File: config.mk
export PLATFORM = sky130hd
export DESIGN_NAME = alu_cmd_sequencer
export DESIGN_NICKNAME = d
export VERILOG_FILES = /design/src/rtl/alu_pkg.sv /design/src/rtl/alu_regfile.sv /design/src/rtl/alu_cmd_sequencer.sv
export SDC_FILE = /design/constraint.sdc
export NUM_CORES = 1
export LEC_CHECK = 0
export CAP_MARGIN = 20
export CORE_MARGIN = 2
export CORE_UTILIZATION = 44
export DETAILED_ROUTE_END_ITERATION = 6
export PLACE_DENSITY = 0.72
export SETUP_SLACK_MARGIN = 0.1
export SYNTH_ARGS = -nofsm -noshare
export SYNTH_HDL_FRONTEND = slang
export SYNTH_SLANG_ARGS = --single-unit
File: constraint.sdc
create_clock -name clk -period 1.65 [get_ports clk]
set_clock_uncertainty 0.2 [all_clocks]
set_input_delay 0.495 -clock clk [delete_from_list [all_inputs] [get_ports clk]]
set_output_delay 0.495 -clock clk [all_outputs]
set_load 0.005 [all_outputs]
File: src/rtl/alu_pkg.sv
// Shared definitions for the ALU command sequencer: opcodes, FSM states and default width.
package alu_pkg;

    localparam int W_DEFAULT = 8;

    localparam logic [2:0] OP_ADD  = 3'b000;
    localparam logic [2:0] OP_SUB  = 3'b001;
    localparam logic [2:0] OP_AND  = 3'b010;
    localparam logic [2:0] OP_XOR  = 3'b011;
    localparam logic [2:0] OP_OR   = 3'b100;
    localparam logic [2:0] OP_NAND = 3'b101;
    localparam logic [2:0] OP_NOR  = 3'b110;
    localparam logic [2:0] OP_XNOR = 3'b111;

    typedef enum logic [1:0] {
        IDLE = 2'd0,
        EXEC = 2'd1,
        RESP = 2'd2
    } seq_state_t;

endpackage

File: src/rtl/alu_regfile.sv
// Small register file with two async read ports and one sync write port; r0 reads as zero.
module alu_regfile
    import alu_pkg::*;
#(
    parameter int W     = W_DEFAULT,
    parameter int NREGS = 4,
    parameter int RW    = $clog2(NREGS)
) (
    input  logic          clk,
    input  logic          rst,
    input  logic [RW-1:0] raddr1,
    input  logic [RW-1:0] raddr2,
    output logic [W-1:0]  rdata1,
    output logic [W-1:0]  rdata2,
    input  logic          we,
    input  logic [RW-1:0] waddr,
    input  logic [W-1:0]  wdata
);

    logic [W-1:0] regs [NREGS];

    // Reset takes priority so a write landing on the reset edge is lost.
    always_ff @(posedge clk) begin
        if (rst) begin
            for (int i = 0; i < NREGS; i++) begin
                regs[i] <= '0;
            end
        end else if (we && (waddr != '0)) begin
            regs[waddr] <= wdata;
        end
    end

    assign rdata1 = (raddr1 == '0) ? '0 : regs[raddr1];
    assign rdata2 = (raddr2 == '0) ? '0 : regs[raddr2];

endmodule

File: src/rtl/alu_cmd_sequencer.sv
// Issues register-level commands to an external combinational ALU and writes results back.
module alu_cmd_sequencer
    import alu_pkg::*;
#(
    parameter  int W     = W_DEFAULT,
    parameter  int NREGS = 4,
    localparam int RW    = $clog2(NREGS)
) (
    input  logic          clk,
    input  logic          rst,
    input  logic          cmd_valid,
    output logic          cmd_ready,
    input  logic [2:0]    cmd_op,
    input  logic [RW-1:0] cmd_rd,
    input  logic [RW-1:0] cmd_rs1,
    input  logic [RW-1:0] cmd_rs2,
    input  logic          cmd_imm_en,
    input  logic [W-1:0]  cmd_imm,
    output logic [2:0]    alu_opcode,
    output logic [W-1:0]  alu_a,
    output logic [W-1:0]  alu_b,
    input  logic [W-1:0]  alu_y,
    output logic          rsp_valid,
    input  logic          rsp_ready,
    output logic [W-1:0]  rsp_data,
    output logic [RW-1:0] rsp_rd,
    output logic          rsp_zero
);

    seq_state_t    state;
    seq_state_t    next_state;
    logic          accept;
    logic          wb_en;
    logic [RW-1:0] rd_q;
    logic [W-1:0]  rdata1;
    logic [W-1:0]  rdata2;

    assign accept = cmd_valid & cmd_ready;
    assign wb_en  = (state == EXEC);

    alu_regfile #(
        .W     (W),
        .NREGS (NREGS),
        .RW    (RW)
    ) u_regfile (
        .clk    (clk),
        .rst    (rst),
        .raddr1 (cmd_rs1),
        .raddr2 (cmd_rs2),
        .rdata1 (rdata1),
        .rdata2 (rdata2),
        .we     (wb_en),
        .waddr  (rd_q),
        .wdata  (alu_y)
    );

    always_ff @(posedge clk) begin
        if (rst) begin
            state <= IDLE;
        end else begin
            state <= next_state;
        end
    end

    // cmd_ready is masked by rst so nothing is taken during the reset cycle itself.
    always_comb begin
        next_state = state;
        cmd_ready  = 1'b0;
        rsp_valid  = 1'b0;
        case (state)
            IDLE: begin
                cmd_ready = ~rst;
                if (cmd_valid && !rst) begin
                    next_state = EXEC;
                end
            end
            EXEC: begin
                next_state = RESP;
            end
            RESP: begin
                rsp_valid = 1'b1;
                if (rsp_ready) begin
                    next_state = IDLE;
                end
            end
            default: begin
                next_state = IDLE;
            end
        endcase
    end

    // ALU operands are held after EXEC; the response fields change only on the EXEC edge.
    always_ff @(posedge clk) begin
        if (rst) begin
            alu_opcode <= '0;
            alu_a      <= '0;
            alu_b      <= '0;
            rd_q       <= '0;
            rsp_data   <= '0;
            rsp_rd     <= '0;
            rsp_zero   <= 1'b1;
        end else begin
            if (accept) begin
                alu_opcode <= cmd_op;
                alu_a      <= rdata1;
                alu_b      <= cmd_imm_en ? cmd_imm : rdata2;
                rd_q       <= cmd_rd;
            end
            if (state == EXEC) begin
                rsp_data <= alu_y;
                rsp_rd   <= rd_q;
                rsp_zero <= (alu_y == '0);
            end
        end
    end

endmodule

==> run metrics, run 1 <==
outcome complete, but fails checks; failing checks setup timing; Initial Utilization 46.23%; vias post-DR 2,109; post-synthesis sequential area ratio 54.05%; YS warnings 0; die area 6522 um2; Async SR Flop Fraction 0%; crit path from state[1]; row cnt 27; slew of the pin with the lowest slew margin 370.6 ps; post-synthesis simple-gate area fraction 23.07%; DRT Wirelength 6208 um; final period utilization 108.0%; worst path cell trace buf_6, buf_4, or4b_4, a221oi_2, nor3_1; layout cells sized above 1 51.63%; Area growth, synth to finish 47.30%; most common cell in the synthesized netlist dfxtp_1; gr usage total 20.21%; Synth Register Bits 58; final worst setup slack -132.3 ps; Worst Hold Class input port to register; Clock Latency Late Sink 330 ps; placed insts 380; num ports 62; clock buffer depth 2; DP Wirelength 4071 um; Clock Pin Slew Worst Setup and Hold Paths 70 ps; Slew headroom 74.96%; Largest delay share family, worst path simple AND/OR/NAND/NOR gates; synth top area cells edfxtp_1, dfxtp_1, mux2_2; CP Max Fanout 5; RSZ-0062 raised after global routing true; count of cell types in the netlist 30; sequential share of power 49.0%; total CTS buffers 9; post-synth top area share 27.80%; vias in the first global route 2,038; Reg2Reg Launch Point state[1]; largest net degree at the start of global routing 22; Overflow after GRT 0; Core ar. 5608 um2; Syn Nets 269; WP data arrival 1790 ps; non-filler instance count after layout 409; synth cell count leaders dfxtp_1, nand2_1, and2_1; Worst path slowest cell or4b_4; # H-tree levels 3; Fin Setup TNS -3553 ps; Synth Flop Type dfxtp_1; clock root buffer clkbuf_8; post-layout util 68.09%; min cycle time layout 1782 ps; CP Capture Point alu_a[2]; multiplexer area fraction after synthesis 6.950%; Final Hold Fails 0; Leak 0.001546 uW; critical path class register to register; NetSw 817.5 uW; Final Setup Violations 47; most area-hungry cell type in the Yosys netlist edfxtp_1; die span in y 80.76 um; worst path required time 1660 ps; post-DR wirelength/cell 15.18 um; Int Pwr 2477 uW; DRC viols 0; Worst VDD drop 0.6596 mV; initial antenna violation count 0; Initial DRC Count 108; width of the die 80.76 um; Worst Setup End Kind register; Comb power frac 15.3%; diodes inserted 0; critical path depth 5; Placer Congestion 0.8045; RR Endpoint alu_a[2]; number of synthesized flops with an enable pin 24; Total Power 3294 uW; adder-cell share of the synthesized area 0%; vias per cell 5.156; fmax 561.1 MHz; buffers added on ports 61; area share of xor/xnor cells in the synthesized design 0%; slowest stage delay, CP 570 ps; Final nets 362; Avg Cell Area, Syn 10.85 um2; Post-Syn Instances 239; CTS tree built; switching share of power 24.82%; 1st-pass router iterations 5; CP startpoint kind register; synthesized area 2592 um2; WP buf/inv 2; clk sinks 58; clock power share 35.7%; compound-cell area share of the yosys netlist 12.79%; antenna viol nets, final 0; fin. max-slew vios 0; global-route wire length before repair 9694 um; reg-to-reg setup timing slack -130 ps; Power Density 862.6 nW/um2; cells on worst reg2reg path 5; max-cap viol count 0; largest family of logic cells by synthesized area simple AND/OR/NAND/NOR gates
-- through the flow --
step                setup slack (ps)  hold slack [ps]  area, um2
floorplan                     -70.00            252.7       2656
global placement              -718.3            242.9       3427
detailed placement            -761.2            248.2       3427
CTS                           -124.5            195.1       3711
global route                  -176.7            225.3       3819
finish                        -132.3            230.0       3819
-- sequential cells by signal (all words and copies together), names as in the netlist --
name            cells
rsp_rd              2
rsp_data            8
rsp_zero            1
alu_opcode          3
rd_q                2
alu_a               8
state               2
u_regfile.regs     24
alu_b               8
-- worst register-to-register path, cell delays in order (launching register included) --
cell and delay [ps]:
dfxtp_4 360, buf_6 110, buf_4 130, or4b_4 570, a221oi_2 220, nor3_1 70
-- what timing repair did --
| item | CTS | global route |
|---|---|---|
| pin swaps | 28 | 12 |
| gates cloned | 3 | 0 |
| setup endpoints to repair | 102 | 78 |
| setup buffers | 9 | 3 |
| hold buffers | 0 | 0 |
| resized for setup | 202 | 24 |
-- power groups by stage --
stage / combinational [uW] / clock [uW] / sequential [uW]
global placement: 446 / 0 / 1640
detailed placement: 451 / 0 / 1640
global route: 542 / 1270 / 1620
finish: 503 / 1180 / 1620
floorplan: 219 / 0 / 1630
CTS: 477 / 1220 / 1610
-- logic make-up after synthesis --
logic type | Yosys count
and+or+nand+nor | 106
DFF | 58
AOI/OAI and AO/OA | 42
buffers and inverters | 17
muxes | 16
-- final cells by class --
cell class	instances	area [um2]
inverters	1	11.26
clock buffers	12	156.4
multi-input cells	165	1300
flip-flops and latches	58	1446
repair inverters	1	8.758
clock inverters	4	25.02
repair buffers	96	780.7
fillers	460	1789
well taps	72	90.09
-- routing by layer --
metal	global-route usage, %	wire (um)	vias up
met1	23.43	2705	990
met5	0	0	-
li1	-	-	1054
met3	8.000	389	4
met4	6.441	56	0
met2	34.42	3057	61
-- cells in the final DEF, fill, tap and decap left out, drive strengths merged, types with 12 or more instances in the layout --
cell type / n
buf: 67
nor2b: 12
clkbuf: 12
a21oi: 17
mux2: 16
and2: 25
edfxtp: 24
nand2: 31
dfxtp: 34
clkdlybuf4s50: 25
-- worst min path at each step --
stage	startpoint	slack [ps]	cells after the start	endpoint
2_1_floorplan	alu_opcode[0]	250	2	alu_opcode[0]
3_3_place_gp	rsp_data[0]	240	2	rsp_data[0]
3_5_place_dp	alu_opcode[1]	250	2	alu_opcode[1]
4_1_cts	rst	200	2	state[1]
5_1_grt	rst	230	2	state[1]
6_report	rst	230	2	state[1]
(Power assumes the default switching activity.)
==> run 2: changes to the inputs <==
--- a/config.mk
+++ b/config.mk
@@ -5,12 +5,14 @@
 export SDC_FILE = /design/constraint.sdc
 export NUM_CORES = 1
 export LEC_CHECK = 0
+export ABC_AREA = 1
 export CAP_MARGIN = 20
 export CORE_MARGIN = 2
-export CORE_UTILIZATION = 44
+export CORE_UTILIZATION = 45
 export DETAILED_ROUTE_END_ITERATION = 6
-export PLACE_DENSITY = 0.72
+export PLACE_DENSITY = 0.71
 export SETUP_SLACK_MARGIN = 0.1
+export SKIP_LAST_GASP = 1
 export SYNTH_ARGS = -nofsm -noshare
 export SYNTH_HDL_FRONTEND = slang
 export SYNTH_SLANG_ARGS = --single-unit
==> run 2 against run 1 <==
  * The run now ends clean
  * Worst setup slack gained 140 ps
  * Register-to-register slack improved by 240 ps
  * Cell area grew 14%
  * Largest cell class unchanged
==> run metrics, run 2 <==
outcome finished, final reports clean; Final Setup Violations 0 (-100%); worst path required time 950 ps (-710 ps); CTS tree built; post-synth top area share 30.55% (+2.7 points); buffers added on ports 61 (unchanged); Leak 0.002078 uW (+34%); Fin Setup TNS 0 ps (+3553 ps); Top reg by flops u_regfile.regs; post-synthesis sequential area ratio 52.19% (-1.9 points); 1st-pass router iterations 4 (-1); Core ar. 6794 um2 (+21%); num ports 62 (unchanged); die area 7675 um2 (+18%); min cycle time layout 1640 ps (-142.4 ps); Worst VDD drop 0.4895 mV (-26%); WP data arrival 940 ps (-850 ps); Clock Pin Slew Worst Setup and Hold Paths 70 ps (about the same); initial antenna violation count 0 (unchanged); most area-hungry cell type in the Yosys netlist edfxtp_1; die span in y 87.61 um (+8.5%); Largest delay share family, worst path flip-flops; Worst path slowest cell dfxtp_2; DP Wirelength 5426 um (+33%); CP startpoint kind register; Reg2Reg Launch Point state[0]; critical path depth 3 (-2); diodes inserted 0 (unchanged); gr usage total 20.82% (+0.61 points); max FFs per register 32 (+33%); post-DR wirelength/cell 12.70 um (-16%); # hold bufs at CTS 0 (unchanged); synth cell count leaders nand2_1, inv_1, a21oi_1; CP Max Fanout 3 (-2); vias in the first global route 2,631 (+29%); WP buf/inv 2 (unchanged); crit path from state[1]; count of cell types in the netlist 23 (-23%); Async SR Flop Fraction 0% (unchanged); synth top area cells edfxtp_1, dfxtp_1, nand2_1; cells on worst reg2reg path 7 (+2); Overflow after GRT 0 (unchanged); vias post-DR 2,866 (+36%); critical path class register to primary output; Post-Syn Instances 402 (+68%); RSZ-0062 raised after global routing true; Clock Latency Late Sink 330 ps (about the same); YS warnings 0 (unchanged); most common cell in the synthesized netlist nand2_1; Synth Flop Type dfxtp_1; Initial Utilization 46.30% (+0.069 points); vias per cell 4.817 (-6.6%); most frequent cells in the layout nand2_1, inv_1, a21oi_1, buf_2; max-cap viol count 0 (unchanged); Area growth, synth to finish 38.94%; Initial DRC Count 275 (+150%); RR Endpoint u_regfile.regs[1][0]; number of synthesized flops with an enable pin 32 (+33%); fin. max-slew vios 0 (unchanged); Power Density 910.2 nW/um2 (+5.5%); slowest stage delay, CP 360 ps (-210 ps); synthesized area 3146 um2 (+21%); clock buffer depth 2 (unchanged); final period utilization 99.39% (-8.6 points); total CTS buffers 9 (unchanged); row cnt 30 (+11%); Worst Setup End Kind primary output; most common cell after layout, fill and taps aside nand2_1; antenna viol nets, final 0 (unchanged); Worst Hold Class register to register; width of the die 87.61 um (+8.5%); Synth Register Bits 66 (+14%); reg-to-reg setup timing slack 110 ps (+240 ps); clock root buffer clkbuf_8; DRC viols 0 (unchanged); fmax 609.8 MHz (+8.7%); clk sinks 66 (+14%); Final Hold Fails 0 (unchanged); DRT Wirelength 7557 um (+22%); CP Capture Point rsp_valid; hold slack 261.1 ps (+31.15 ps); worst path cell trace inv_2, nor2_2, buf_2; # H-tree levels 3 (unchanged); layout cells sized above 1 27.45% (-24 points); largest net degree at the start of global routing 26 (+18%); global-route wire length before repair 12,110 um (+25%); Avg Cell Area, Syn 7.825 um2 (-28%); Final nets 524 (+45%); Placer Congestion 0.9067 (+13%)
-- run 2: cell count changes in the layout (fill, tap and decap cells not counted), moves of 9 or more --
cell,before,now
nand2_1,26,130
mux2_2,9,0
nor2_1,8,19
o21ai_0,0,9
nand3_1,1,32
inv_1,0,52
and2_1,17,0
a21oi_1,13,39
-- run 2: tightest hold or removal path: cells and delay by family (launching register included) --
| family | cells | cell delay [ps] |
|---|---|---|
| simple gates | 1 | 50 |
| flops | 1 | 320 |
| compound gates | 1 | 50 |
-- run 2: worst min path at each step --
| stage | startpoint | slack, ps | cells past startpoint | to |
|---|---|---|---|---|
| final | alu_opcode[2] | 260 | 2 | alu_opcode[2] |
| after global routing | rsp_rd[1] | 280 | 2 | rsp_rd[1] |
| after global placement | alu_opcode[2] | 250 | 2 | alu_opcode[2] |
| after floorplan | alu_a[0] | 260 | 2 | alu_a[0] |
| after CTS | alu_a[0] | 270 | 2 | alu_a[0] |
| after detailed placement | alu_opcode[0] | 260 | 2 | alu_opcode[0] |
-- run 2: final cells by class --
cell class	instances	area (um2)
inverter	58	225.2
timing repair buffer	94	817.0
tap	96	120.1
fill	571	2424
clock inverter	5	77.57
sequential	66	1682
multi-input combinational	265	1308
clock buffer	11	141.4
-- run 2: what timing repair did --
| action | CTS | global route |
|---|---|---|
| pin swaps | 6 | 3 |
| setup buffers | 4 | 1 |
| setup endpoints to repair | 111 | 56 |
| cloned | 1 | 0 |
| resized for setup | 178 | 13 |
-- run 2: routing by layer --
metal  part of all wire (%)  track usage, %  up-vias
met1                     43           26.15     1296
met5                      0               0        -
li1                       -               -     1449
met3                    5.6           3.393       16
met2                     48           34.16      105
met4                    2.9           11.75        0
-- run 2: cells by family (layout without fill, tap and decap cells) --
family,after synthesis,in the layout,share of synthesized area [%]
AO/OA/AOI/OAI,52,52,8.393
other,1,8,0.1192
AND/OR/NAND/NOR,205,205,28.76
flip-flops,66,66,52.19
buffers and inverters,78,168,10.54
-- run 2: where the power goes --
| part | switching (uW) | leakage, uW | internal [uW] |
|---|---|---|---|
| logic | 336 | 0.00135 | 288 |
| registers | 45.2 | 0.000617 | 1830 |
| clock network | 595 | 0.000111 | 888 |
-- run 2: per-stage QoR --
step           setup slack [ps]  utilization [%]  cells  total power (uW)  cell area (um2)
6_report                  10.03            64.33    595              3978             4370
5_1_grt                  -60.43            64.33    595              4163             4370
3_3_place_gp             -623.6            60.07    573              2510             4081
2_1_floorplan             113.1                -    409              2203             3202
4_1_cts                  -24.14            63.11    594              3990             4288
3_5_place_dp             -634.4            60.07    573              2516             4081
